### src/rtl/arbitro_mux.sv
// Round-robin scheduler for a 4-to-1 FIFO merge mux with weighted bursts.
// Pops a source each cycle and drives the mux select/enable one cycle later.
module arbitro_mux #(
    parameter int PESO = 4
) (
    input  logic       clk,
    input  logic       reset,
    input  logic       enb,
    input  logic [3:0] fifo_empty,
    input  logic       destino_full,
    output logic [3:0] pop,
    output logic [1:0] selector,
    output logic       mux_enb,
    output logic       estado
);

    typedef enum logic {
        IDLE     = 1'b0,
        SERVICIO = 1'b1
    } estado_t;

    generate
        if (PESO < 1 || PESO > 15) begin : g_peso_check
            $error("arbitro_mux: PESO must be in 1..15");
        end
    endgenerate

    estado_t    estado_q, estado_d;
    logic [1:0] grant_q, grant_d;
    logic [3:0] cuenta_q, cuenta_d;
    logic       puede;
    logic       continua;
    logic       hay;
    logic [1:0] cand;
    logic [1:0] rot;
    logic [1:0] pop_idx;

    // Rotation target: old grant is searched last so it only wins when alone.
    always_comb begin
        hay  = 1'b0;
        rot  = grant_q;
        cand = grant_q;
        for (int k = 1; k <= 4; k++) begin
            cand = grant_q + 2'(k);
            if (!hay && !fifo_empty[cand]) begin
                hay = 1'b1;
                rot = cand;
            end
        end
    end

    always_comb begin
        puede    = enb & ~reset & ~destino_full;
        continua = (estado_q == SERVICIO) && (cuenta_q < 4'(PESO)) && !fifo_empty[grant_q];
        pop      = 4'b0000;
        pop_idx  = grant_q;
        estado_d = estado_q;
        grant_d  = grant_q;
        cuenta_d = cuenta_q;
        if (puede) begin
            if (continua) begin
                pop[grant_q] = 1'b1;
                cuenta_d     = cuenta_q + 4'd1;
            end else if (hay) begin
                pop[rot] = 1'b1;
                pop_idx  = rot;
                grant_d  = rot;
                cuenta_d = 4'd1;
                estado_d = SERVICIO;
            end else begin
                estado_d = IDLE;
            end
        end
    end

    // Reset leaves grant at 3 so the first search starts at source 0.
    always_ff @(posedge clk) begin
        if (reset) begin
            estado_q <= IDLE;
            grant_q  <= 2'd3;
            cuenta_q <= 4'd0;
            selector <= 2'd0;
            mux_enb  <= 1'b0;
        end else begin
            estado_q <= estado_d;
            grant_q  <= grant_d;
            cuenta_q <= cuenta_d;
            mux_enb  <= |pop;
            if (|pop) begin
                selector <= pop_idx;
            end
        end
    end

    assign estado = estado_q;

endmodule

### config.mk
export PLATFORM = sky130hd
export DESIGN_NAME = arbitro_mux
export DESIGN_NICKNAME = d
export VERILOG_FILES = /design/src/rtl/arbitro_mux.sv
export SDC_FILE = /design/constraint.sdc
export NUM_CORES = 1
export LEC_CHECK = 0
export CORE_MARGIN = 2
export CORE_UTILIZATION = 40
export DETAILED_ROUTE_END_ITERATION = 10
export RECOVER_POWER = 100
export SLEW_MARGIN = 20
export SYNTH_ARGS = -nofsm -noshare
export SYNTH_HDL_FRONTEND = slang
export SYNTH_SLANG_ARGS = --single-unit
### constraint.sdc
create_clock -name clk -period 5.9 [get_ports clk]
set_clock_uncertainty 0.05 [all_clocks]
set_input_delay 1.18 -clock clk [delete_from_list [all_inputs] [get_ports clk]]
set_output_delay 1.18 -clock clk [all_outputs]
set_load 0.1 [all_outputs]
# [After elaboration in Yosys (flattened, before gate mapping)]
# Index checks and enable logic that the tools add are counted.
[totals] out_inout_bits=8 latchBits=0 word_cells=67 ram_bits=0 input_bits=8 romBits=0 regBits=10 memories=0
[classes] bitwise_logic=5 n_reduce_logical=16 addsub=4 n_mux=29 n_shift=0 n_lt_le_gt_ge=8 n_mul=0 n_eq_ne=0 div=0
[ops] op="2-to-1 mux 4 bit" n=5
[ops] op="less-than comparator 2 x 3 -> 1 bit (second input constant)" n=5
[ops] op="2-to-1 mux 2 bit" n=7
[ops] op="2-to-1 mux 1 bit" n=11
[ops] op="binary-select mux 1 bit (select 2 bit)" n=4
[ops] op="logical AND 1 bit" n=7
[ops] op="logical NOT 1 bit" n=5
[ops] op="adder 2 bit (second input constant)" n=2
[ops] op="adder 4 x 1 -> 4 bit (second input constant)" n=1
[ops] op="demux 1 bit (select 2 bit)" n=2
[ops] op="greater-or-equal comparator 2 x 1 -> 1 bit (second input constant)" n=2
[ops] op="less-than comparator 4 x 3 -> 1 bit (second input constant)" n=1
[ops] op="AND reduction 2 bit" n=2
[ops] op="OR reduction 4 bit" n=1
[ops] op="NOT 1 bit" n=3
[ops] op="adder 2 x 1 -> 2 bit (second input constant)" n=1
[ops] op="AND 1 bit" n=2
[ops] op="nonzero test 2 bit" n=1

# [Longest topological paths before layout]
[depth] depth_word=20 ltp_mapped=8 mapped_depth_nobuf=7

# [Least setup slack after synthesis]
# No wires, ideal clock.
[synth_timing] path_kind="input port to output port" start="in fifo_empty[0]" end="out pop[1]" arrival_time_ns=3.523 path_slack_ns=1.147 stages=6 t_required_ns=4.670 n_path_buf=2 path_cell_list="buf_6 > mux4_2 > nor4b_4 > buf_6 > a22oi_1 > nor2_1"
[synth_via] elab_chain_cells=18 elab_cells_between_ends=33 cone_classes="order compare (2); mux (21); reduce/logical (10)"
[synth_rtl] element="start, declared" line_no="9" source="input logic [3:0] fifo_empty,"
[synth_rtl] element="binary-select mux 1 bit (select 2 bit)" line_no="45" source="if (!hay && !fifo_empty[cand]) begin"
[synth_rtl] element="2-to-1 mux 1 bit (not written as such)" line_no="45"
[synth_rtl] element="logical NOT 1 bit" line_no="45"
[synth_rtl] element="logical AND 1 bit" line_no="45"
[synth_rtl] element="2-to-1 mux 1 bit" line_no="45"
[synth_rtl] element="logical NOT 1 bit" line_no="45"
[synth_rtl] element="logical AND 1 bit" line_no="45"
[synth_rtl] element="2-to-1 mux 1 bit" line_no="45"
[synth_rtl] element="[... 2 more ...]"
[synth_rtl] element="2-to-1 mux 2 bit" line_no="45"
[synth_rtl] element="less-than comparator 2 x 3 -> 1 bit (not written as such) / greater-or-equal comparator 2 x 1 -> 1 bit (equally long branches)" line_no="65" source="pop[rot] = 1'b1;"
[synth_rtl] element="logical AND 1 bit (not written as such)" line_no="65"
[synth_rtl] element="2-to-1 mux 1 bit (not written as such)" line_no="65"
[synth_rtl] element="demux 1 bit (select 2 bit)" line_no="65"
[synth_rtl] element="2-to-1 mux 4 bit" line_no="64" source="end else if (hay) begin"
[synth_rtl] element="2-to-1 mux 4 bit (*)" line_no="61" source="if (continua) begin"
[synth_rtl] element="2-to-1 mux 4 bit (*)" line_no="60" source="if (puede) begin"
[synth_rtl] element="end, declared" line_no="11" source="output logic [3:0] pop,"
# Every way passes the cells marked *; elsewhere a longest branch is shown, timed or not. The select of a mux whose other input is x is not followed.

# [Final worst setup path]
[layout_timing] start="in fifo_empty[0]" end="out pop[0]"
# Same word-level chain as after synthesis.

==> run metrics <==
Hold Fails Final Rpt=0; hold buffers post-CTS=0; Worst IR Drop VDD=0.1344 mV; clock group share of total power=25.2%; layout cells sized above 1=11.11%; Pint=116.9 uW; XOR/XNOR Fraction of Synth Area=1.129%; vias in the first global route=631; Die X=48.04 um; Setup crit end kind=output port; relative slew slack=34.66%; register area share after synthesis=25.81%; Highest Clock Rate=211.1 MHz; clk sinks=10; Worst-Margin Slew=0.9768 ns; top post-synthesis cells by area=dfxtp_1, ha_1, nor2_1; register area=200.2 um2; Synth Area in Adders=8.065%; ANT cells=0; Compound-Gate Fraction of Synth Area=27.74%; Sequential Power Share=40.4%; delay of the slowest critical-path stage=0.65 ns; largest net degree at the start of global routing=16; area share of and/or/nand/nor cells after synthesis=23.39%; critical path arrival=3.51 ns; Critical Path RT=4.67 ns; CP top delay family=buffers and inverters; post-DP HPWL=1330 um; setup slack after layout=1.163 ns; area of the multi-input gates=515.5 um2; Clock Tree Buf Depth=2; largest family of logic cells by synthesized area=compound AO/OA/AOI/OAI gates; power per standard cell area=198.9 nW/um2; full die area=2308 um2; post-synthesis async set-or-reset flop share=0%; Core Rows=15; postcts setup bufs=0; first-pass GRT wire length=2829 um; Fillers=194; H-tree Lvls=1; area added between synthesis and finish=19.68%; port bufs=15; Via density=5.579; 1st-iter DRT viols=19; most frequent cell after synthesis=nor2_1; Routability Congestion=0.8164; post-synthesis mux area share=7.581%; total grt overflow=0; syn_nets=107; Worst Path Buf+Inv=2; final worst-path cycle share=80.29%; crit-path cells=dlygate4sd3_1 > mux4_2 > nor4b_4 > nor3_1 > a22oi_1 > nor2_1 > buf_4; critical path start-end classification=in -> out; Max Slew Vio Count=0; Hold/Removal Path Class=reg -> reg; status=finished, final reports clean; core area=1783 um2; Yosys reg bits=10; RSZ-0062 raised after global routing=false; number of flops mapped to enable cells by yosys=0; Max Cap Violations=0; dominant cell type by area after synthesis=dfxtp_1; Total Routing Usage GR=17.83%; average size of a mapped cell=8.253 um2; nets=123; final setup TNS=0 ns; DRC=0; later-pin clock latency in the skew report=0.26 ns; area share of the largest cell type after synthesis=25.81%; Synth Instances=94; final setup vio count=0; combinational share of power=34.4%; drt pass-1 iters=4; root buf cell=clkbuf_4; post-cts resize count=0; clock transition at the registers of the reported paths=0.06 ns; YS warnings=0; CTS tree=done; Net Sw Frac=36.68%; antenna violations before repair=0; Synth cell types=34; CP Max Fanout=11; mapped cell area=775.7 um2; Vias=742; Die Y=48.04 um; ANT nets after route=0; CP max stage cell=dlygate4sd3_1; cts bufs inserted=3; dpl ws=1.247 ns; I/O Pins=16; Total Wirelength=1765 um; leak pwr=0.3926 nW; predominant post-synthesis flop cell=dfxtp_1; Startpoint Class=primary input; Tmin final=4.737 ns; switching power total=67.71 uW; most common library cells after synthesis=nor2_1, nand2_1, dfxtp_1; drt wl/cell=13.27 um; Starting Density=43.51%
-- kinds of logic (layout without fill, tap and decap cells) --
family | count (synthesis) | in the layout
AOI/OAI and AO/OA | 29 | 29
xor gates and xnor gates | 1 | 1
adders and majority gates | 5 | 5
buffers and inverters | 9 | 23
DFF | 10 | 10
muxes | 3 | 3
and+or+nand+nor | 37 | 37
-- layout by cell type (no fill, tap or decap), drive strengths merged, types with 2 or more instances in the layout --
cell and n:
nand2 12, o21ai 5, a211oi 2, dlygate4sd3 5
clkdlybuf4s50 6, mux4 2, dfxtp 10, buf 4
nor2 13, inv 5, a21oi 7, ha 5
a22oi 4, clkbuf 3, nor3 4, nor2b 3
-- metal layers --
layer / part of all wire (%) / wire (um) / GRT usage, %
met4: 0 / 0 / 3.243
met5: 0 / 0 / 0
met1: 51 / 901 / 24.66
met3: 4.8 / 85 / 5.660
met2: 44 / 778 / 27.47
-- power groups by stage --
stage	registers (mW)	logic, mW	clock network [mW]
floorplan	0.0848	0.0406	0
global placement	0.0761	0.0648	0
detailed placement	0.0761	0.0653	0
CTS	0.0746	0.0658	0.0482
global route	0.0752	0.0688	0.0520
finish	0.0746	0.0636	0.0465
-- tightest hold or removal path: cells and delay by family, from the launching register on --
family,cells,cell delay (ns)
DFF,1,0.33
and+or+nand+nor,1,0.06
AOI/OAI and AO/OA,1,0.05
-- area by class of cell --
| cell class | count | area share, % |
|---|---|---|
| clock buffers | 3 | 2.426 |
| flip-flops and latches | 10 | 21.56 |
| inverters | 5 | 2.022 |
| multi-input cells | 75 | 55.53 |
| repair buffers | 15 | 15.09 |
| well taps | 25 | 3.369 |
-- flip-flops by register name, summed over array words and instances, names as in the netlist --
name      flops
mux_enb       1
grant_q       2
cuenta_q      4
estado        1
selector      2
-- per-stage QoR --
step	instance area [um2]	power [mW]	hold slack [ns]	util, %	std cells
after floorplan	775.7	0.1255	0.3923	-	94
after global placement	917.1	0.1409	0.4194	51.44	130
after detailed placement	917.1	0.1414	0.4248	51.44	130
after CTS	939.7	0.1885	0.4360	52.70	133
after global routing	928.4	0.1959	0.4786	52.07	133
final	928.4	0.1846	0.4337	52.07	133
-- path summary, 6_finish.rpt --
check	start	end	slack, ns	depth (start not counted)
hold / removal	cuenta_q[1]$_SDFFE_PP0P_	cuenta_q[1]$_SDFFE_PP0P_	0.43	2
hold reg to reg	cuenta_q[1]$_SDFFE_PP0P_	cuenta_q[1]$_SDFFE_PP0P_	0.43	2
setup / recovery	fifo_empty[0]	pop[0]	1.16	7
setup reg to reg	grant_q[0]$_SDFF_PP1_	selector[0]$_SDFFE_PP0P_	3.22	6
No activity file was read; power rests on OpenSTA's default activity.
